===== config.mk =====
export PLATFORM = sky130hd
export DESIGN_NAME = onewire_master_byte
export DESIGN_NICKNAME = d
export VERILOG_FILES = /design/src/rtl/onewire_master_byte.sv
export SDC_FILE = /design/constraint.sdc
export NUM_CORES = 1
export LEC_CHECK = 0
export CAP_MARGIN = 20
export CORE_ASPECT_RATIO = 1.2
export CORE_UTILIZATION = 49
export CTS_CLUSTER_DIAMETER = 40
export CTS_CLUSTER_SIZE = 8
export DETAILED_ROUTE_END_ITERATION = 16
export GPL_TIMING_DRIVEN = 0
export HOLD_SLACK_MARGIN = 0.1
export PLACE_DENSITY = 0.75
export SETUP_SLACK_MARGIN = 0.15
export SYNTH_ARGS = -nofsm -noshare
export SYNTH_HDL_FRONTEND = slang
export SYNTH_SLANG_ARGS = --single-unit

===== constraint.sdc =====
create_clock -name clk -period 2.25 [get_ports clk]
set_input_delay 0.45 -clock clk [delete_from_list [all_inputs] [get_ports clk]]
set_output_delay 0.45 -clock clk [all_outputs]
set_load 0.05 [all_outputs]

===== src/rtl/onewire_master_byte.sv =====
// onewire_master_byte: byte-level 1-Wire bus master (reset/presence, write byte, read byte, LSB first).
// Define ONEWIRE_OD_EN to add the odMode port and overdrive slot timing.
module onewire_master_byte #(
    parameter int CLKS_PER_US = 50
) (
    input  logic       clk,
    input  logic       rst,
    input  logic       IO_i,
    output logic       IO_o,
    input  logic [1:0] cmd,
    input  logic       trig,
    input  logic [7:0] sentDat,
    output logic [7:0] receiveDat,
    output logic       presence,
    output logic       busy,
`ifdef ONEWIRE_OD_EN
    input  logic       odMode,
`endif
    output logic       done
);
    localparam int TW = $clog2(480 * CLKS_PER_US + 1);
    typedef logic [TW-1:0] tmr_t;
    typedef enum logic [2:0] {IDLE, RST_LOW, RST_WAIT, RST_HOLD, SLOT_LOW, SLOT_REL, FINISH} state_t;
    function automatic tmr_t us(input int std_us, input int od_us, input logic od);
        return tmr_t'((od ? od_us : std_us) * CLKS_PER_US);
    endfunction
    state_t     state_q, state_d;
    tmr_t       timer_q, timer_d;
    logic [2:0] bit_q, bit_d;
    logic [7:0] tx_q, tx_d, rx_q, rx_d;
    logic       pres_q, pres_d;
    logic [1:0] sync_q;
    logic       od_q;
    tmr_t       rstl_end, msp, rsth_end, low_end, sample, slot_end;
`ifdef ONEWIRE_OD_EN
    always_ff @(posedge clk) od_q <= rst ? 1'b0 : (state_q == IDLE && trig) ? odMode : od_q;
`else
    assign od_q = 1'b0;
`endif
    // Phase timer counts up from 0; each phase ends on its last cycle so durations are exact.
    assign rstl_end = us(480, 70, od_q) - tmr_t'(1);
    assign msp      = us(70, 8, od_q);
    assign rsth_end = us(480, 48, od_q) - tmr_t'(1);
    assign low_end  = (tx_q[0] ? us(6, 1, od_q) : us(60, 8, od_q)) - tmr_t'(1);
    assign sample   = us(15, 2, od_q);
    assign slot_end = us(70, 11, od_q) - tmr_t'(1);
    assign IO_o       = !(state_q == RST_LOW || state_q == SLOT_LOW);
    assign busy       = state_q != IDLE && state_q != FINISH;
    assign done       = state_q == FINISH;
    assign receiveDat = rx_q;
    assign presence   = pres_q;
    always_ff @(posedge clk) begin
        if (rst) begin
            state_q <= IDLE;
            timer_q <= '0;
            bit_q   <= '0;
            tx_q    <= '0;
            rx_q    <= '0;
            pres_q  <= 1'b0;
            sync_q  <= 2'b11;
        end else begin
            state_q <= state_d;
            timer_q <= timer_d;
            bit_q   <= bit_d;
            tx_q    <= tx_d;
            rx_q    <= rx_d;
            pres_q  <= pres_d;
            sync_q  <= {sync_q[0], IO_i};
        end
    end
    always_comb begin
        state_d = state_q;
        timer_d = timer_q + tmr_t'(1);
        bit_d   = bit_q;
        tx_d    = tx_q;
        rx_d    = rx_q;
        pres_d  = pres_q;
        case (state_q)
            IDLE: begin
                timer_d = '0;
                if (trig) begin
                    bit_d   = '0;
                    tx_d    = cmd == 2'b10 ? 8'hFF : sentDat;
                    state_d = cmd == 2'b00 ? RST_LOW : cmd == 2'b11 ? FINISH : SLOT_LOW;
                end
            end
            RST_LOW: if (timer_q == rstl_end) begin
                state_d = RST_WAIT;
                timer_d = '0;
            end
            RST_WAIT: if (timer_q == msp) begin
                state_d = RST_HOLD;
                pres_d  = ~sync_q[1];
            end
            RST_HOLD: if (timer_q == rsth_end) state_d = FINISH;
            SLOT_LOW: if (timer_q == low_end) state_d = SLOT_REL;
            SLOT_REL: if (timer_q == slot_end) begin
                timer_d = '0;
                bit_d   = bit_q + 3'd1;
                tx_d    = tx_q >> 1;
                state_d = bit_q == 3'd7 ? FINISH : SLOT_LOW;
            end
            FINISH: begin
                state_d = IDLE;
                timer_d = '0;
            end
            default: state_d = IDLE;
        endcase
        // Every slot shifts the synchronised bus level in at the sample point, so writes return read-back.
        if ((state_q == SLOT_LOW || state_q == SLOT_REL) && timer_q == sample)
            rx_d = {sync_q[1], rx_q[7:1]};
    end
endmodule


### Yosys cells after proc, flatten, opt, wreduce, memory -nomap -nowiden

Cells that the tools add are included.

| cells by class | value |
|---|---|
| add/sub/neg operators | 3 |
| eq/ne operators | 21 |
| multiplexer cells | 21 |
| bitwise gates (word level) | 1 |
| reductions and logical operators | 13 |

Operator list:

| cell | number |
|---|---|
| $pmux 15 s3 | 1 |
| $eq 15x12->1 const B | 2 |
| $mux 15 | 2 |
| $mux 3 | 9 |
| $mux 8 | 3 |
| $pmux 3 s6 | 1 |
| $pmux 8 s2 | 1 |
| $add 15x1->15 const B | 1 |
| $eq 15x10->1 const B | 1 |
| $eq 15x15->1 | 1 |
| $eq 15x15->1 const B | 1 |
| $sub 12x1->13 const B | 1 |
| $eq 3x3->1 const B | 4 |
| $mux 12 | 1 |
| $ne 2x2->1 const B | 4 |
| $eq 3x2->1 const B | 2 |
| $pmux 3 s2 | 1 |
| $reduce_and 6->1 | 1 |
| $eq 2x2->1 const B | 2 |
| $mux 2 | 2 |
| $ne 2x1->1 const B | 2 |
| $add 3x1->3 const B | 1 |
| $eq 3x1->1 const B | 1 |
| $logic_not 3->1 | 1 |
| other kinds (11) | 13 |

| storage, ports and cells | value |
|---|---|
| flip-flop bits (word level) | 40 |
| input port bits | 14 |
| output and inout port bits | 12 |
| logic and storage cells | 66 |

### Logic depth before layout (Yosys ltp)

| logic depth | value |
|---|---|
| word-level depth | 5 |
| mapped depth | 8 |
| depth with buffers taken out | 8 |

### Worst setup path before layout

OpenSTA, ideal clock, no wires.

| timing | value |
|---|---|
| kind | reg2out |
| start point | reg state_q[0] |
| end point | out IO_o |
| arrival | 1790 ps |
| required time | 1800 ps |
| slack | 10 ps |
| stages on the path, launching flop included | 4 |
| buffers on the path | 1 |
| path through | dfxtp_1 > clkbuf_1 > nor2b_1 > o21ai_0 |

| between the ends | value |
|---|---|
| word-level cells in the longest chain between the ends | 3 |
| elaborated cells between the ends (all ways) | 4 |
| those cells by class | eq/ne (2); reduce/logical (2) |

RTL lines:

| item | line | RTL |
|---|---|---|
| start: declaration | 27 | `state_t state_q, state_d;` |
| start signal: assignment | 62 | `state_q <= state_d;` |
| $eq 3x1->1 or $eq 3x3->1 (tied branches) | 47 | `assign IO_o = !(state_q == RST_LOW \|\| state_q == SLOT_LOW);` |
| $logic_or 1x1->1 (*) | 47 |  |
| $logic_not 1->1 (*) | 47 |  |
| end: declaration | 9 | `output logic IO_o,` |

Every way passes the cells marked *; elsewhere a longest branch is shown, timed or not.

### Worst setup path in the final report

| timing | value |
|---|---|
| start point | reg timer_q[10] |
| end point | reg state_q[1] |

| between the ends | value |
|---|---|
| word-level cells in the longest chain between the ends | 3 |
| elaborated cells between the ends (all ways) | 10 |
| those cells by class | eq/ne (9); reduce/logical (1) |

RTL lines:

| item | line | RTL |
|---|---|---|
| start: declaration | 28 | `tmr_t timer_q, timer_d;` |
| start signal: assignment | 63 | `timer_q <= timer_d;` |
| $eq 15x12->1 (tied with other cells) | 97 | `SLOT_REL: if (timer_q == slot_end) begin` |
| $ne 2x2->1 (no line) or $ne 2x1->1 (tied branches) | - |  |
| $reduce_and 6->1 (no line) (*) | - |  |

Marked as above.
A chain may end at the register's enable or synchronous reset.

==> impl_metrics.py <==
metrics = {
    "outcome": {
        "outcome": "finished clean",
    },
    "drt": {
        "first_pass_detailed_route_iteration_total": 4,
        "finalWirelength_um": 4370,
        "wl_per_cell_um": 12.7,
        "drt_drc_violations_left": 0,
        "detail_route.iter0.violations": 47,
        "via_total_after_detailed_routing": 1815,
        "via_per_inst": 5.29,
        "final_antenna_net_count": 0,
    },
    "yosys": {
        "synth_top_cell_by_area": "sky130_fd_sc_hd__dfxtp_1",
        "synth_ff_type": "sky130_fd_sc_hd__dfxtp_1",
        "post-synth-top-area-fraction": 0.399,
        "ys_warn_count": 0,
        "syn-mean-instance-area_sq_um": 8.13,
        "syn_inst": 247,
        "async_reset_ff_frac": 0,
        "synthDistinctLibCells": 41,
        "synth_nets": 266,
        "synth_enable_flop_cells": 0,
        "ys_seq_area_frac": 0.399,
        "syn_area_sq_um": 2010,
        "synth_area_leaders": "sky130_fd_sc_hd__dfxtp_1 (40%), sky130_fd_sc_hd__nor2_1 (11%), sky130_fd_sc_hd__mux2i_1 (8.5%)",
        "most_frequent_cell_after_synthesis": "sky130_fd_sc_hd__nor2_1",
        "synthTopCellsByCount": "sky130_fd_sc_hd__nor2_1 (60), sky130_fd_sc_hd__dfxtp_1 (40), sky130_fd_sc_hd__nand2_1 (22)",
        "synth.ff_latch_count": 40,
    },
    "sta": {
        "timing_limited_maximum_frequency_mhz": 462,
        "tightestPinTransition_ns": 0.499,
        "fin_skew_ns": 0.00767,
        "maxSlewViolCount": 0,
        "final-setup-viol-count": 0,
        "slew_headroom": 0.667,
        "post-route-period-util": 0.962,
        "finalSetupTns_ns": 0,
        "final_hold_violation_count": 0,
        "setup_ws_ns": 0.0866,
        "rsz_0062_raised_after_global_routing": "true",
        "finalHoldWorstSlack_ns": 0.404,
        "final.min_clock_period_ns": 2.16,
    },
    "global_routing": {
        "grt_remaining_overflow": 0,
        "global_route.usage.total": 0.214,
        "first_global_vias": 1633,
        "pin_count_of_the_biggest_net_entering_global_routing": 12,
        "antenna_violations_before_repair": 0,
        "global_route_wire_length_before_repair_um": 6930,
    },
    "hold_path": {
        "hold-path-cell-count": 1,
        "hold_end": "sync_q[1]$_SDFF_PP1_",
        "hold_class": "flop to flop",
        "hp-start": "sync_q[0]$_SDFF_PP1_",
    },
    "setup_path": {
        "critical_register_to_register_path_endpoint": "state_q[1]$_SDFFE_PP0P_",
        "setup.worst_path.class": "flop to flop",
        "critical_register_to_register_path_startpoint": "timer_q[10]$_SDFF_PP0_",
        "timing.reg2reg.setup_slack_ns": 0.09,
        "worst_setup_path_end_kind": "flop",
        "required_ns": 2.42,
        "worstPathMaxFanout": 4,
        "critical_path_arrival_ns": 2.33,
        "rr_worst_depth": 6,
        "cp-start-kind": "flop",
    },
    "power": {
        "total_leakage_power_nw": 1.04,
        "power.density_cell_area_nw_per_um2": 914,
        "post-layout-total-power_mw": 2.42,
        "ir_drop_uv": 348,
    },
    "clocking": {
        "worstSkewPairLatency_ns": 0.29,
        "clock_tree.htree_level_count": 2,
        "cts_made_buffers": 5,
        "root_buffer": "sky130_fd_sc_hd__clkbuf_8",
        "tritoncts": "done",
        "clock_tree.buffer_depth": 2,
        "cts.sink_count": 40,
        "path_clk_slew_ns": 0.07,
    },
    "final_layout": {
        "final_design_area_no_fill_sq_um": 2650,
        "count_of_inserted_antenna_diode_cells": 0,
        "area_growth_syn_to_layout_pct": 31.7,
        "layout_cells_sized_above_1": 0.183,
        "num-nets-final": 308,
        "finalCoreUtilization": 0.671,
        "post_layout_nonfiller_instances": 343,
        "filler_cell_count": 340,
    },
    "floorplan": {
        "start_util": 0.510,
        "die_w_um": 60.4,
        "chipHeight_um": 72.1,
        "number_of_core_rows": 25,
        "die_area_sq_um": 4360,
        "placeableCoreArea_sq_um": 3940,
        "boundaryPins": 26,
    },
    "place": {
        "hpwlAfterDp_um": 2940,
        "place.detailed.instances": 325,
        "pre_cts_ws_ns": -0.219,
        "finalWeightedCongestion": 0.882,
        "placement.io_buffers": 24,
        "dpl-instance-area_sq_um": 2320,
    },
    "run": {
        "timing.max_cap.violations": 0,
    },
}
how the worst max path moves through the flow:
stage	endpoint	depth (start not counted)	start
6_report	state_q[1]$_SDFFE_PP0P_	6	timer_q[10]$_SDFF_PP0_
5_1_grt	state_q[1]$_SDFFE_PP0P_	6	timer_q[10]$_SDFF_PP0_
4_1_cts	busy	4	state_q[1]$_SDFFE_PP0P_
3_5_place_dp	timer_q[7]$_SDFF_PP0_	8	timer_q[0]$_SDFF_PP0_
3_3_place_gp	timer_q[6]$_SDFF_PP0_	8	timer_q[1]$_SDFF_PP0_
2_1_floorplan	state_q[1]$_SDFFE_PP0P_	6	timer_q[4]$_SDFF_PP0_
cell families after synthesis:
| family | synth area share |
|---|---|
| xor+xnor | 0.0567 |
| flops | 0.399 |
| fa+ha+maj | 0.0312 |
| compound gates | 0.0984 |
| buf+inv | 0.0324 |
| simple gates | 0.298 |
| mux | 0.0847 |
per-layer routing:
layer	global-route usage	routed length [um]	part of all wire	up-vias
met4	0.104	81	0.019	0
met2	0.360	2220	0.51	25
met3	0.0553	118	0.027	7
li1	-	-	-	923
met1	0.247	1950	0.45	860
met5	0	0	0	-
final cells by class:
cell class,instances,area [sq um],share of cell area
well taps,54,67.6,0.0255
inverters,5,18.8,0.00710
plain buffers,11,63.8,0.0241
repair buffers,35,335,0.127
multi-input cells,191,1260,0.477
clock inverters,1,5.00,0.00189
clock buffers,6,72.6,0.0274
flip-flops and latches,40,821,0.310
worst max-delay path: stages, from the launching register on:
cell and delay [ns]:
sky130_fd_sc_hd__dfxtp_4 0.34, sky130_fd_sc_hd__or4_4 0.55, sky130_fd_sc_hd__or4b_4 0.52, sky130_fd_sc_hd__a211oi_4 0.31
sky130_fd_sc_hd__buf_4 0.16, sky130_fd_sc_hd__a211o_4 0.11, sky130_fd_sc_hd__o41ai_2 0.05
cell usage in the layout (no fill, tap or decap), types with 2 or more instances in the layout:
| cell | n |
|---|---|
| sky130_fd_sc_hd__nor2_1 | 60 |
| sky130_fd_sc_hd__dfxtp_1 | 32 |
| sky130_fd_sc_hd__nand2_1 | 21 |
| sky130_fd_sc_hd__clkdlybuf4s50_1 | 21 |
| sky130_fd_sc_hd__mux2i_1 | 17 |
| sky130_fd_sc_hd__a21oi_1 | 15 |
| sky130_fd_sc_hd__buf_4 | 9 |
| sky130_fd_sc_hd__xor2_1 | 8 |
| sky130_fd_sc_hd__clkbuf_1 | 6 |
| sky130_fd_sc_hd__nand4_1 | 6 |
| sky130_fd_sc_hd__inv_1 | 5 |
| sky130_fd_sc_hd__xnor2_1 | 5 |
| sky130_fd_sc_hd__clkbuf_8 | 5 |
| sky130_fd_sc_hd__nor2b_1 | 4 |
| sky130_fd_sc_hd__and3_1 | 4 |
| sky130_fd_sc_hd__ha_1 | 4 |
| sky130_fd_sc_hd__dfxtp_2 | 4 |
| sky130_fd_sc_hd__dfxtp_4 | 4 |
| sky130_fd_sc_hd__clkbuf_2 | 3 |
| sky130_fd_sc_hd__nor3_1 | 3 |
| sky130_fd_sc_hd__nand2b_1 | 3 |
| sky130_fd_sc_hd__nor4_4 | 3 |
| sky130_fd_sc_hd__or2_2 | 3 |
| sky130_fd_sc_hd__buf_2 | 2 |
| sky130_fd_sc_hd__or3_1 | 2 |
| sky130_fd_sc_hd__nand3b_1 | 2 |
| sky130_fd_sc_hd__or4b_4 | 2 |
| sky130_fd_sc_hd__and2_1 | 2 |
| sky130_fd_sc_hd__o21ai_0 | 2 |
| sky130_fd_sc_hd__a21o_1 | 2 |
| sky130_fd_sc_hd__buf_6 | 2 |
| sky130_fd_sc_hd__nand3_1 | 2 |
sequential cells by signal, summed over array words and instances (netlist names):
register    flops
presence        1
state_q         3
sync_q          2
receiveDat      8
tx_q            8
bit_q           3
timer_q        15
timing repair:
item / in CTS / in global routing
pin swaps: 9 / 11
resized for setup: 27 / 25
cloned: 0 / 1
endpoints found under the setup margin: 32 / 40
buffers inserted: 6 / 4
hold buffers: 0 / 0
power breakdown:
part | switching, mW | internal [mW]
Clock | 0.233 | 0.211
Sequential | 0.0853 | 0.797
Combinational | 0.609 | 0.483
(Power assumes the default switching activity.)
